`config.mk`:
```
export PLATFORM = sky130hd
export DESIGN_NAME = stage_sequencer
export DESIGN_NICKNAME = d
export VERILOG_FILES = /design/src/rtl/sequencer_pkg.sv /design/src/rtl/wait_timer.sv /design/src/rtl/stage_sequencer.sv
export SDC_FILE = /design/constraint.sdc
export NUM_CORES = 1
export LEC_CHECK = 0
export ABC_AREA = 1
export CAP_MARGIN = 20
export CORE_MARGIN = 2
export CORE_UTILIZATION = 41
export CTS_BUF_LIST = sky130_fd_sc_hd__clkbuf_8
export DETAILED_ROUTE_END_ITERATION = 8
export GPL_TIMING_DRIVEN = 1
export PLACE_DENSITY = 0.79
export SYNTH_ARGS = -nofsm -noshare
export SYNTH_HDL_FRONTEND = slang
export SYNTH_SLANG_ARGS = --single-unit
```
`constraint.sdc`:
```
create_clock -name clk -period 2.1 [get_ports clk]
set_input_delay 0.63 -clock clk [delete_from_list [all_inputs] [get_ports clk]]
set_output_delay 0.63 -clock clk [all_outputs]
set_load 0.01 [all_outputs]
```
`src/rtl/sequencer_pkg.sv`:
```
// rtl/sequencer_pkg.sv - shared encodings and instruction routing for stage_sequencer
package sequencer_pkg;

    typedef enum logic [2:0] {
        IDLE      = 3'd0,
        FETCH     = 3'd1,
        DECODE    = 3'd2,
        EXECUTE   = 3'd3,
        MEM       = 3'd4,
        WRITEBACK = 3'd5,
        HALT      = 3'd6
    } state_t;

    localparam logic [1:0] OP_R = 2'b00;
    localparam logic [1:0] OP_J = 2'b01;
    localparam logic [1:0] OP_I = 2'b10;
    localparam logic [1:0] OP_S = 2'b11;

    localparam logic [4:0] FUNC_ANDI   = 5'd0;
    localparam logic [4:0] FUNC_ADDI   = 5'd1;
    localparam logic [4:0] FUNC_LW     = 5'd2;
    localparam logic [4:0] FUNC_SW     = 5'd3;
    localparam logic [4:0] FUNC_BEQ    = 5'd4;
    localparam logic [4:0] FUNC_J      = 5'd0;
    localparam logic [4:0] FUNC_JAL    = 5'd1;
    localparam logic [4:0] FUNC_RS_MAX = 5'd3;

    localparam logic [1:0] PC_INC = 2'b00;
    localparam logic [1:0] PC_BR  = 2'b01;
    localparam logic [1:0] PC_JMP = 2'b10;

    typedef enum logic [2:0] {
        RT_WB      = 3'd0,
        RT_MEM     = 3'd1,
        RT_BEQ     = 3'd2,
        RT_JMP     = 3'd3,
        RT_ILLEGAL = 3'd4
    } route_t;

    // Where an instruction goes after EXECUTE; anything undefined retires as a faulting NOP.
    function automatic route_t route_of(input logic [1:0] op, input logic [4:0] func);
        route_t r;
        r = RT_ILLEGAL;
        case (op)
            OP_R, OP_S: if (func <= FUNC_RS_MAX) r = RT_WB;
            OP_I: begin
                if (func == FUNC_ANDI || func == FUNC_ADDI)   r = RT_WB;
                else if (func == FUNC_LW || func == FUNC_SW)  r = RT_MEM;
                else if (func == FUNC_BEQ)                    r = RT_BEQ;
            end
            OP_J: if (func == FUNC_J || func == FUNC_JAL) r = RT_JMP;
            default: r = RT_ILLEGAL;
        endcase
        return r;
    endfunction

endpackage

```
`src/rtl/wait_timer.sv`:
```
// rtl/wait_timer.sv - ready-wait counter with timeout compare, shared by FETCH and MEM
module wait_timer #(
    parameter int TIMEOUT = 255,
    parameter int CNT_W   = 8
) (
    input  logic clk,
    input  logic reset,
    input  logic i_active,
    input  logic i_ready,
    input  logic i_clear,
    output logic o_expired
);

    localparam logic [CNT_W-1:0] LIMIT = CNT_W'((TIMEOUT > 0) ? TIMEOUT - 1 : 0);

    logic [CNT_W-1:0] r_count;

    always_ff @(posedge clk or posedge reset) begin
        if (reset) begin
            r_count <= '0;
        end else if (i_clear) begin
            r_count <= '0;
        end else if (i_active && !i_ready) begin
            r_count <= r_count + 1'b1;
        end
    end

    // Fires on the waiting cycle that would bring the count up to TIMEOUT; ready wins a tie.
    assign o_expired = (TIMEOUT != 0) && i_active && !i_ready && (r_count == LIMIT);

endmodule

```
`src/rtl/stage_sequencer.sv`:
```
// rtl/stage_sequencer.sv - multi-cycle stage control FSM; RETIRE_COUNT_EN adds the retired counter
module stage_sequencer
    import sequencer_pkg::*;
#(
    parameter int TIMEOUT = 255,
    parameter int CNT_W   = 8
) (
    input  logic        clk,
    input  logic        reset,
    input  logic        start,
    input  logic [1:0]  op,
    input  logic [4:0]  func,
    input  logic        stop,
    input  logic        alu_zero,
    input  logic        imem_ready,
    input  logic        dmem_ready,
    output logic        FetchEnable,
    output logic        DecodeEnable,
    output logic        ExecuteEnable,
    output logic        MemEnable,
    output logic        WriteBackEnable,
    output logic        mem_read,
    output logic        mem_write,
    output logic        pc_write,
    output logic [1:0]  pc_sel,
    output logic        halted,
    output logic        fault,
    output logic [31:0] retired
);

    state_t r_state;
    state_t w_next;
    route_t w_route;
    logic   w_final;
    logic   w_wait_active;
    logic   w_wait_ready;
    logic   w_expired;

    assign w_route       = route_of(op, func);
    assign w_wait_active = (r_state == FETCH) || (r_state == MEM);
    assign w_wait_ready  = (r_state == FETCH) ? imem_ready : dmem_ready;

    wait_timer #(
        .TIMEOUT (TIMEOUT),
        .CNT_W   (CNT_W)
    ) u_wait_timer (
        .clk       (clk),
        .reset     (reset),
        .i_active  (w_wait_active),
        .i_ready   (w_wait_ready),
        .i_clear   (w_next != r_state),
        .o_expired (w_expired)
    );

    always_comb begin
        w_next    = r_state;
        w_final   = 1'b0;
        mem_read  = 1'b0;
        mem_write = 1'b0;
        pc_sel    = PC_INC;
        pc_write  = 1'b0;
        case (r_state)
            IDLE:    if (start) w_next = FETCH;
            FETCH: begin
                if (imem_ready)     w_next = DECODE;
                else if (w_expired) w_next = HALT;
            end
            DECODE:  w_next = EXECUTE;
            EXECUTE: begin
                case (w_route)
                    RT_WB:  w_next = WRITEBACK;
                    RT_MEM: w_next = MEM;
                    RT_BEQ: begin
                        w_final = 1'b1;
                        pc_sel  = alu_zero ? PC_BR : PC_INC;
                    end
                    RT_JMP: begin
                        w_final = 1'b1;
                        pc_sel  = PC_JMP;
                    end
                    default: w_final = 1'b1;
                endcase
            end
            MEM: begin
                mem_read  = (func == FUNC_LW);
                mem_write = (func == FUNC_SW);
                if (dmem_ready) begin
                    if (func == FUNC_LW) w_next  = WRITEBACK;
                    else                 w_final = 1'b1;
                end else if (w_expired) begin
                    w_next = HALT;
                end
            end
            WRITEBACK: w_final = 1'b1;
            default:   w_next  = HALT;
        endcase
        if (w_final) begin
            pc_write = 1'b1;
            w_next   = stop ? HALT : FETCH;
        end
    end

    always_ff @(posedge clk or posedge reset) begin
        if (reset) begin
            r_state         <= IDLE;
            FetchEnable     <= 1'b0;
            DecodeEnable    <= 1'b0;
            ExecuteEnable   <= 1'b0;
            MemEnable       <= 1'b0;
            WriteBackEnable <= 1'b0;
            halted          <= 1'b0;
            fault           <= 1'b0;
        end else begin
            r_state         <= w_next;
            FetchEnable     <= (w_next == FETCH);
            DecodeEnable    <= (w_next == DECODE);
            ExecuteEnable   <= (w_next == EXECUTE);
            MemEnable       <= (w_next == MEM);
            WriteBackEnable <= (w_next == WRITEBACK);
            halted          <= (w_next == HALT);
            if (w_expired || (r_state == EXECUTE && w_route == RT_ILLEGAL)) begin
                fault <= 1'b1;
            end
        end
    end

`ifdef RETIRE_COUNT_EN
    logic [31:0] r_retired;

    always_ff @(posedge clk or posedge reset) begin
        if (reset) begin
            r_retired <= '0;
        end else if (pc_write) begin
            r_retired <= r_retired + 32'd1;
        end
    end

    assign retired = r_retired;
`else
    assign retired = '0;
`endif

endmodule

```
==> out/results.ini <==
[synthesis]
ys_seq_elements=18
yosys-top-cells-count=buf_4, nand2_1, dfrtp_1, inv_1, nand3_1
yosysUniqueCellTypes=31
synth_edf_count=0
ys.flop_type=dfrtp_1
ys_seq_area_share_pct=30.1
yosys_warnings=0
synth.most_common_cell=buf_4
synth_async_sr_flop_share_pct=100
synth_top_area_share_pct=30.1
avgSynthCellArea_um2=7.88
synth_area_leaders=dfrtp_1, buf_4, nand2_1
yosys.area.top_type=dfrtp_1
synth_area_um2=1500
synth_cells=190

[clocking]
cts_root_buf=clkbuf_8
cts_max_path_buffers=2
cts_htree_levels=1
clk_pin_slew_worst_paths_ps=70
ctsHoldBuffers=0
cts_tree=yes
clk_latency_ps=260
cts.sinks=18
numCtsBuffers=3

[timing]
final.min_clock_period_ps=2270
rsz0062_at_grt=yes
fin_crit_sh_pct=108
hold_violations=0
slew_viol_final=0
skew_ps=5.00
fmax_mhz=441
setup_viol=2
hold-worst-slack_ps=475
layout_setup_ws_ps=-169

[die]
rows=21
initial_core_util_pct=43.8
die_h_um=64.4
num_io_pins=58
core_area_um2=3420
die_w_um=64.4
dieArea_um2=4150

[power_and_ir_drop]
switchingPower_mw=1.02
p_comb_share_pct=66.7
switching_share_pct=43.8
p_leak_nw=1.15
p_clk_share_pct=12.5
power_mw=2.32
seqPwrFrac_pct=20.8
power.density_nw_per_um2=1030
p_int_mw=1.30
irDropWorstVdd_mv=0.922

[worst_hold_path]
hold_path_class=reg2reg
min_to=fault$_DFFE_PP0P_
hold_depth=2
hold_start=fault$_DFFE_PP0P_

[global_route]
grt-ovfl-total=0
grt_pass1_wl_um=6020
grt_busiest_layer=met2
first_global_vias=1360
grt_use_met2_pct=31.6
grt_usage_pct=18.5
met3_usage_pct=4.17
antenna_found_initial=0
grt_use_met1_pct=23.7
grt_max_degree=19

[critical_path]
cpMaxStageDelayCell=nor3b_2
max_stage_delay_ps=190
r2r_start=u_wait_timer.r_count[0]$_DFFE_PP0P_
crit_path_frequent_cell=nand2_2
criticalPathCategory=in2out
crit_chain=buf_8 > inv_4 > ha_4 > nand3_1 > nand2_1 > nand2_2 > nand2_2 > nor3b_2 > buf_2
rr_worst_depth=15
r2r_end=u_wait_timer.r_count[3]$_DFFE_PP0P_
required_ps=1470
end_kind=output pin
rrSetupSlack_ps=100
worstPathArrival_ps=1640
cp_max_fo=3
cp-start-kind=input pin

[cells_and_area]
fin_nets=282
area_delta_synth_final_pct=50.5
final_cells=309
antenna_cells=0
layout-drive-gt1-share_pct=51.7

[detailed_routing]
first_iter_violations=36
drtAntennaViolNets=0
via_per_inst=4.67
wl_per_cell_um=12.9
vias=1443
drcViolationCount=0
first_pass_iters=4
wl_um=3990

[place]
io_buffers=25
hpwl_um=2440
dp_cells=295
place_congestion=0.818

[run_status]
violations=setup timing
outcome=finished, violations left

[job]
drv_cap=0

-- how the worst max path moves through the flow --
stage / slack [ps] / from / endpoint
global placement: -1000 / op[0] / pc_sel[0]
global route: -200 / func[1] / pc_write
CTS: -130 / func[3] / pc_sel[0]
detailed placement: -1070 / op[0] / pc_sel[0]
floorplan: 20 / op[0] / pc_sel[0]
finish: -170 / op[0] / pc_sel[0]
-- power groups by stage --
stage | Clock (mW) | Sequential, mW | Combinational [mW]
6_report | 0.290 | 0.483 | 1.55
5_1_grt | 0.312 | 0.493 | 1.67
3_3_place_gp | 0 | 0.487 | 1.28
4_1_cts | 0.292 | 0.483 | 1.34
3_5_place_dp | 0 | 0.488 | 1.30
2_1_floorplan | 0 | 0.507 | 0.764
-- placed cells by master (no fill, tap or decap), types with 3 or more instances in the layout --
cell and n:
buf_8 3, nand3_2 3, nor3_1 3, nand2_1 17, buf_6 3, nand3_4 3
nor2_2 10, nand2_4 5, buf_2 6, nand3_1 10, nand2_2 19, nor2_4 7
dfrtp_1 18, inv_2 11, clkbuf_8 4, nor3_2 3, clkdlybuf4s50_1 12, xor2_1 5
inv_4 3, nor2_1 6, buf_4 46, conb_1 32, inv_1 9
-- routing by layer --
metal  vias up  wire (µm)
li1        684          -
met1       682       1610
met2        63       2060
met3        14        192
met4         0        130
met5         -          0
-- state kept, by name, summed over array words and instances (netlist names) --
register,flops
ExecuteEnable,1
fault,1
WriteBackEnable,1
halted,1
r_state,3
DecodeEnable,1
FetchEnable,1
u_wait_timer.r_count,8
MemEnable,1
-- cell type report --
class                           count  area (µm²)
Clock buffer                        4        55.1
Fill cell                         262        1160
Inverter                           23        93.8
Multi-Input combinational cell    147        1010
Sequential cell                    18         450
Tap cell                           46        57.6
Timing Repair Buffer               71         587
-- cells by family (layout without fill, tap and decap cells) --
kind of cell	count (synthesis)	in the layout	share of synthesized area, %
other	1	32	0.250
buffers and inverters	56	98	22.6
adder cells (fa/ha/maj)	4	4	3.34
XOR/XNOR	7	7	4.09
AND/OR/NAND/NOR	94	94	35.8
AO/OA/AOI/OAI	10	10	3.84
flip-flops	18	18	30.1
-- stage by stage --
step	TNS (ps)	utilization, %	cell area, µm²	worst slack [ps]
5_1_grt	-1070	66.0	2250	-198
2_1_floorplan	0	-	1620	18.3
3_5_place_dp	-12670	57.0	1950	-1070
6_report	-321	66.0	2250	-169
4_1_cts	-245	61.3	2090	-128
3_3_place_gp	-11750	57.0	1950	-1000
-- worst max-delay path: cells and delay by family --
kind | cells | cell delay (ps)
and+or+nand+nor | 5 | 580
adders and majority gates | 1 | 150
buffers and inverters | 3 | 270
-- what timing repair did --
item	in CTS	in global routing
setup endpoints to repair	20	15
endpoints found under the hold margin	0	0
pin swaps	15	19
setup buffers	4	6
gates resized for setup	83	32
Power figures use the tool's default switching activity.
